$ cat config.mk
export PLATFORM = sky130hd
export DESIGN_NAME = ecc_secded_pipe
export DESIGN_NICKNAME = d
export VERILOG_FILES = /design/src/rtl/ecc_pkg.sv /design/src/rtl/ecc_secded_enc.sv /design/src/rtl/ecc_secded_pipe.sv
export SDC_FILE = /design/constraint.sdc
export NUM_CORES = 1
export LEC_CHECK = 0
export BUFFER_PORTS_ARGS = -buffer_cell sky130_fd_sc_hd__buf_2
export CORE_MARGIN = 1
export CORE_UTILIZATION = 60
export DETAILED_ROUTE_END_ITERATION = 8
export PLACE_DENSITY = 0.93
export SYNTH_ARGS = -nofsm -noshare
export SYNTH_HDL_FRONTEND = slang
export SYNTH_SLANG_ARGS = --single-unit --ignore-timing --ignore-initial --compat-mode --unroll-limit 50000
$ cat constraint.sdc
create_clock -name clk -period 20 [get_ports clk]
set_input_delay 6 -clock clk [delete_from_list [all_inputs] [get_ports clk]]
set_output_delay 6 -clock clk [all_outputs]
set_load 0.02 [all_outputs]
$ cat src/rtl/ecc_pkg.sv
// Shared SECDED helpers: check-width sizing and codeword position mapping.
package ecc_pkg;

  // Smallest P such that 2^P >= data_width + P + 1.
  function automatic int unsigned calc_chk_width(input int unsigned data_width);
    int unsigned p;
    p = 1;
    while ((32'd1 << p) < data_width + p + 1) p++;
    return p;
  endfunction

  function automatic logic is_pow2(input int unsigned x);
    return (x != 0) && ((x & (x - 1)) == 0);
  endfunction

  // Codeword position (1-based, non-power-of-two) to data bit index.
  function automatic int unsigned pos_to_idx(input int unsigned pos);
    int unsigned npow;
    npow = 0;
    for (int unsigned b = 0; b < 32; b++) begin
      if ((32'd1 << b) <= pos) npow++;
    end
    return pos - npow - 1;
  endfunction

endpackage

$ cat src/rtl/ecc_secded_enc.sv
// Combinational SECDED check-code generator: Hamming bits plus overall parity.
module ecc_secded_enc
  import ecc_pkg::*;
#(
  parameter  int unsigned DATA_WIDTH = 128,
  localparam int unsigned CHK_WIDTH  = calc_chk_width(DATA_WIDTH),
  localparam int unsigned CODE_WIDTH = CHK_WIDTH + 1
) (
  input  logic [DATA_WIDTH-1:0] data,
  output logic [CODE_WIDTH-1:0] code
);

  localparam int unsigned IDX_W = $clog2(DATA_WIDTH);

  logic [CHK_WIDTH-1:0] ham;

  // Each set data bit contributes its position number to the Hamming bits.
  always_comb begin
    ham = '0;
    for (int unsigned pos = 1; pos <= DATA_WIDTH + CHK_WIDTH; pos++) begin
      if (!is_pow2(pos) && data[IDX_W'(pos_to_idx(pos))]) begin
        ham = ham ^ CHK_WIDTH'(pos);
      end
    end
  end

  assign code = {(^data) ^ (^ham), ham};

endmodule

$ cat src/rtl/ecc_secded_pipe.sv
// Two-stage SECDED checker/corrector with valid/ready flow and error counters.
module ecc_secded_pipe
  import ecc_pkg::*;
#(
  parameter  int unsigned DATA_WIDTH = 128,
  parameter  int unsigned CNT_WIDTH  = 16,
  localparam int unsigned CHK_WIDTH  = calc_chk_width(DATA_WIDTH),
  localparam int unsigned CODE_WIDTH = CHK_WIDTH + 1
) (
  input  logic                  clk,
  input  logic                  rst,
  input  logic                  in_valid,
  output logic                  in_ready,
  input  logic [DATA_WIDTH-1:0] in_data,
  input  logic [CODE_WIDTH-1:0] in_code,
  output logic                  out_valid,
  input  logic                  out_ready,
  output logic [DATA_WIDTH-1:0] out_data,
  output logic                  out_sec,
  output logic                  out_ded,
  output logic [CNT_WIDTH-1:0]  sec_cnt,
  output logic [CNT_WIDTH-1:0]  ded_cnt,
  input  logic                  cnt_clr
);

  localparam int unsigned LAST_POS = DATA_WIDTH + CHK_WIDTH;

  logic [CODE_WIDTH-1:0] recalc;
  logic [CHK_WIDTH-1:0]  syn;
  logic                  par;
  logic                  advance;
  logic                  out_hs;

  logic                  s1_valid;
  logic [DATA_WIDTH-1:0] s1_data;
  logic [CHK_WIDTH-1:0]  s1_syn;
  logic                  s1_par;

  logic [31:0]           syn_pos;
  logic [DATA_WIDTH-1:0] corr_data;
  logic                  corr_sec;
  logic                  corr_ded;

  ecc_secded_enc #(.DATA_WIDTH(DATA_WIDTH)) u_enc (
    .data (in_data),
    .code (recalc)
  );

  assign syn = recalc[CHK_WIDTH-1:0] ^ in_code[CHK_WIDTH-1:0];
  // Overall parity of in_data and in_code, rebuilt from the encoder's parity
  // output: its Hamming terms cancel against the syndrome reduction.
  assign par = recalc[CHK_WIDTH] ^ in_code[CHK_WIDTH] ^ (^syn);

  assign advance  = !out_valid || out_ready;
  assign in_ready = advance;
  assign out_hs   = out_valid && out_ready;

  // Stage 1: capture data with its syndrome and overall parity.
  always_ff @(posedge clk or posedge rst) begin
    if (rst) begin
      s1_valid <= 1'b0;
      s1_data  <= '0;
      s1_syn   <= '0;
      s1_par   <= 1'b0;
    end else if (advance) begin
      s1_valid <= in_valid;
      if (in_valid) begin
        s1_data <= in_data;
        s1_syn  <= syn;
        s1_par  <= par;
      end
    end
  end

  // Decode syndrome/parity into a corrected word and error flags.
  always_comb begin
    syn_pos   = 32'(s1_syn);
    corr_data = s1_data;
    corr_sec  = 1'b0;
    corr_ded  = 1'b0;
    if (s1_par) begin
      if (syn_pos > LAST_POS) begin
        corr_ded = 1'b1;
      end else begin
        corr_sec = 1'b1;
        if (syn_pos != 0 && !is_pow2(syn_pos)) begin
          corr_data = s1_data ^ (DATA_WIDTH'(1) << pos_to_idx(syn_pos));
        end
      end
    end else if (syn_pos != 0) begin
      corr_ded = 1'b1;
    end
  end

  // Stage 2: registered output word, held while downstream stalls.
  always_ff @(posedge clk or posedge rst) begin
    if (rst) begin
      out_valid <= 1'b0;
      out_data  <= '0;
      out_sec   <= 1'b0;
      out_ded   <= 1'b0;
    end else if (advance) begin
      out_valid <= s1_valid;
      if (s1_valid) begin
        out_data <= corr_data;
        out_sec  <= corr_sec;
        out_ded  <= corr_ded;
      end
    end
  end

  // Saturating error counters; clear wins over a same-cycle increment.
  always_ff @(posedge clk or posedge rst) begin
    if (rst) begin
      sec_cnt <= '0;
      ded_cnt <= '0;
    end else if (cnt_clr) begin
      sec_cnt <= '0;
      ded_cnt <= '0;
    end else begin
      if (out_hs && out_sec && sec_cnt != '1) sec_cnt <= sec_cnt + CNT_WIDTH'(1);
      if (out_hs && out_ded && ded_cnt != '1) ded_cnt <= ded_cnt + CNT_WIDTH'(1);
    end
  end

endmodule
Yosys cells after proc, flatten, opt, wreduce, memory -nomap -nowiden
Cells that the tools add are included.
{"block": "totals", "reg_bits": 301, "in_bits": 142, "output_inout_bits": 164, "word_cells": 358}
{"block": "op_classes", "addsub": 12, "magnitude_cmp": 9, "eq_ne": 2, "shifts": 1, "n_mux": 172, "bitwise": 133, "n_reduce_logical": 19}
{"operator": "32-bit 2-to-1 mux", "n": 31}
{"operator": "7-bit 2-to-1 mux", "n": 63}
{"operator": "128-bit 2-to-1 mux", "n": 3}
{"operator": "32-bit by 1-bit adder with 32-bit output (second input constant)", "n": 7}
{"operator": "6-bit 2-to-1 mux", "n": 31}
{"operator": "4-bit NOT", "n": 36}
{"operator": "128-bit parity", "n": 1}
{"operator": "1-bit by 32-bit << shifter with 128-bit output (first input constant)", "n": 1}
{"operator": "128-bit XOR", "n": 1}
{"operator": "3-bit NOT", "n": 38}
{"operator": "5-bit NOT", "n": 21}
{"operator": "5-bit 2-to-1 mux", "n": 15}
{"operator": "16-bit 2-to-1 mux", "n": 4}
{"operator": "8-bit 2-to-1 mux", "n": 8}
{"operator": "2-bit NOT", "n": 24}
{"operator": "6-bit NOT", "n": 7}
{"operator": "16-bit by 1-bit adder with 16-bit output (second input constant)", "n": 2}
{"operator": "8-bit by 32-bit AND with 32-bit output", "n": 1}
{"operator": "32-bit logical NOT", "n": 1}
{"operator": "16-bit != test (second input constant)", "n": 2}
{"operator": "32-bit by 1-bit subtractor with 32-bit output (second input constant)", "n": 1}
{"operator": "8-bit by 32-bit subtractor with 32-bit output", "n": 1}
{"operator": "4-bit 2-to-1 mux", "n": 7}
{"operator": "8-bit parity", "n": 2}
{"operator": "22 further kinds", "n": 40}

Longest topological paths before layout
{"block": "depth", "word_depth": 259, "ltp_mapped": 36, "depth_no_buf": 33}

Cells and area by module
Synthesis repeated with hierarchy kept, for this count alone.
{"block": "hier_totals", "hier_cells": 1656, "area_unflattened_um2": 17525.6}
{"module": "ecc_secded_pipe", "n_inst": 1, "cells_per_inst": 1420, "area_each_um2": 14961.8, "seq_area_each_um2": 7532.2}
{"module": "ecc_secded_enc", "n_inst": 1, "cells_per_inst": 236, "area_each_um2": 2563.7, "seq_area_each_um2": 0.0}

Worst setup path after synthesis
OpenSTA, ideal clock, no wires.
{"block": "synth_timing", "kind": "input-to-output", "from": "in out_ready", "to": "out in_ready", "t_arrival_ns": 6.376, "t_required_ns": 14.000, "setup_slack_ns": 7.624, "path_stages": 2, "path_cell_list": "nand2b_1 clkbuf_1"}
{"block": "synth_between", "elab_chain_cells": 1}
{"element": "start, declared", "line_no": "ecc_secded_pipe.sv:17", "source": "input logic out_ready,"}
{"element": "1-bit logical OR", "line_no": "ecc_secded_pipe.sv:54", "source": "assign advance = !out_valid || out_ready;"}
{"element": "end, declared", "line_no": "ecc_secded_pipe.sv:13", "source": "output logic in_ready,"}
Every way passes these cells.

Worst setup path after layout
Same ends and word-level chain as after synthesis.

==> flow_summary.json <==
{
  "synth_area_sq_um": 17500,
  "grt_pass1_vias": 15700,
  "core_sq_um": 28700,
  "dp_hpwl_microns": 37300,
  "cp-end-kind": "output port",
  "cts_buffer_depth": 3,
  "avgSynthCellArea_sq_um": 9.82,
  "cts_setup_buffers": 0,
  "wl_microns": 57800,
  "wl_per_cell_microns": 23.8,
  "setup_viol": 0,
  "cp_cell_sequence": "buf_2 > nand2b_1 > buf_2",
  "clk_pin_slew_worst_paths_ns": 0.05,
  "io_pins": 306,
  "holdBufCountCts": 0,
  "ys_top_cells_by_count": "dfrtp_1 (301), xnor2_1 (259), nand2_1 (175)",
  "viasPerCell": 6.59,
  "ys_types": 51,
  "grtUsageTotal_pct": 37.5,
  "grt_first_pass_wirelength_microns": 87400,
  "worst_slack_ns": 7.41,
  "tightestPinTransition_ns": 1.34,
  "r2r-start": "s1_syn[6]$_DFFE_PP0P_",
  "critical_path_class": "input pin to output port",
  "finalSetupTns_ns": 0,
  "final_max_slew_viol_count": 0,
  "rr_worst_depth": 32,
  "crit_top_cell": "buf_2",
  "drc": 0,
  "holdPathEnd": "out_data[0]$_DFFE_PP0P_",
  "maxCapViolCount": 0,
  "yosys_warnings": 0,
  "period_share_pct": 62.9,
  "slowest_stage": "nand2b_1",
  "skew_ns": 0.0162,
  "io_buffers": 305,
  "syn2layout_area_growth_pct": 16.4,
  "ys.flop_type": "dfrtp_1",
  "dpl_worst_slack_ns": 7.42,
  "post-synth-top-count-cell": "dfrtp_1",
  "grt_overflow": 0,
  "rr_endpoint": "out_data[26]$_DFFE_PP0P_",
  "synth-seq-area-share_pct": 43.1,
  "cts-root-buf": "clkbuf_16",
  "cts_tree": "done",
  "grt_setup_unrepaired": "no",
  "nets": 2171,
  "relSlewSlack_pct": 10.4,
  "finalWeightedCongestion": 0.943,
  "cpPeakStageDelay_ns": 0.26,
  "die_h_microns": 173,
  "antenna_found_initial": 13,
  "via_count": 16000,
  "nFillCells": 1880,
  "synth_top_area_share_pct": 43.1,
  "initial_core_util_pct": 60.9,
  "yosys.area.top_type": "dfrtp_1",
  "cts_sinks": 301,
  "die_w_microns": 173,
  "first_iter_violations": 2123,
  "min_path_type": "flop to flop",
  "rows": 62,
  "post_cts_resized": 0,
  "required_ns": 14.00,
  "drive_gt1_share_pct": 26.6,
  "syn_inst": 1779,
  "max_freq_mhz": 79.4,
  "cp_max_fo": 6,
  "worstPathArrival_ns": 6.59,
  "numCtsBuffers": 34,
  "r2r_slack_ns": 10.17,
  "grt_max_degree": 152,
  "clock_latency_ns": 0.53,
  "path_buf_inv": 2,
  "hold_violations": 0,
  "postRouteAntennaNets": 0,
  "status": "finished clean",
  "holdPathStages": 2,
  "async_flop_share_pct": 100,
  "synth.area.top_cells": "dfrtp_1 (43%), xnor2_1 (13%), mux2_2 (8.4%)",
  "h-tree-depth": 2,
  "fp.dieArea_sq_um": 29800,
  "hold_path.startpoint": "out_data[0]$_DFFE_PP0P_",
  "cp-start-kind": "input pin",
  "synth_seq_cells": 301,
  "period_needed_ns": 12.59,
  "dr.pass1.iters": 6,
  "cp_top_family": "buffers and inverters",
  "synth_edf_count": 0
}
[flip-flops by register name (all words and copies together) (netlist names)]
register / count
s1_par: 1
s1_valid: 1
out_sec: 1
s1_data: 128
sec_cnt: 16
out_data: 128
s1_syn: 8
ded_cnt: 16
out_ded: 1
out_valid: 1
[metal layers]
layer,part of all wire [%],track usage [%],vias up
met5,0.019,0,-
met4,7.8,28.4,2
met3,12,10.3,330
met2,45,56.1,1257
met1,35,46.4,7708
li1,-,-,6703
[worst max-delay path by stage]
stage	depth (start not counted)	to	slack, ns	startpoint
detailed placement	3	in_ready	7.42	out_ready
global placement	3	in_ready	7.46	out_ready
CTS	3	in_ready	7.42	out_ready
floorplan	1	ded_cnt[0]$_DFFE_PP0P_	5.68	rst
global route	3	in_ready	7.38	out_ready
finish	3	in_ready	7.41	out_ready
[logic make-up after synthesis]
| family | share of synthesized area [%] |
|---|---|
| buf+inv | 3.33 |
| mux | 8.81 |
| fa+ha+maj | 1.45 |
| simple gates | 17.0 |
| compound gates | 10.2 |
| flops | 43.1 |
| other cells | 0.0215 |
| xor+xnor | 16.1 |
[worst register-to-register path, delay by kind of cell (launching register included)]
family / cells / cell delay [ns]
xor gates and xnor gates: 1 / 0.18
muxes: 1 / 0.27
AOI/OAI and AO/OA: 12 / 2.97
adders and majority gates: 8 / 2.65
DFF: 1 / 0.55
and+or+nand+nor: 10 / 3.07
[through the flow]
step | std cells | utilization (%) | instance area [sq um] | hold WS [ns]
2_1_floorplan | 1780 | - | 17500 | 0.451
3_3_place_gp | 2359 | 66.8 | 19200 | 0.467
3_5_place_dp | 2359 | 66.8 | 19200 | 0.489
4_1_cts | 2417 | 70.8 | 20300 | 0.503
5_1_grt | 2428 | 70.9 | 20300 | 0.521
6_report | 2429 | 70.9 | 20400 | 0.504
[cell type report]
| class | instances | area (sq um) | area share, % |
|---|---|---|---|
| clock inverter | 8 | 143 | 0.701 |
| tap | 384 | 480 | 2.36 |
| multi-input combinational | 1337 | 9440 | 46.4 |
| clock buffer | 50 | 1010 | 4.99 |
| inverter | 16 | 67.6 | 0.332 |
| antenna | 12 | 30.0 | 0.148 |
| sequential | 301 | 7530 | 37.0 |
| timing repair buffer | 321 | 1650 | 8.09 |
[layout by cell type (no fill, tap or decap), drive strengths merged, types with 5 or more instances in the layout]
cell      n
or3      13
nand2   175
clkbuf   50
ha       17
diode    12
buf     321
mux2i     5
dfrtp   301
nand4     8
nand2b    5
a21oi    16
nor3     20
o21ai   149
mux2    132
nand4b  121
or4       9
o211ai    9
xnor2   259
nor2    164
a31oi   119
xor2     58
inv      16
nand3    27
Power is left out: the tool's default activity adds up to more than one toggle a clock period on the data nets, which glitch-free logic cannot reach.
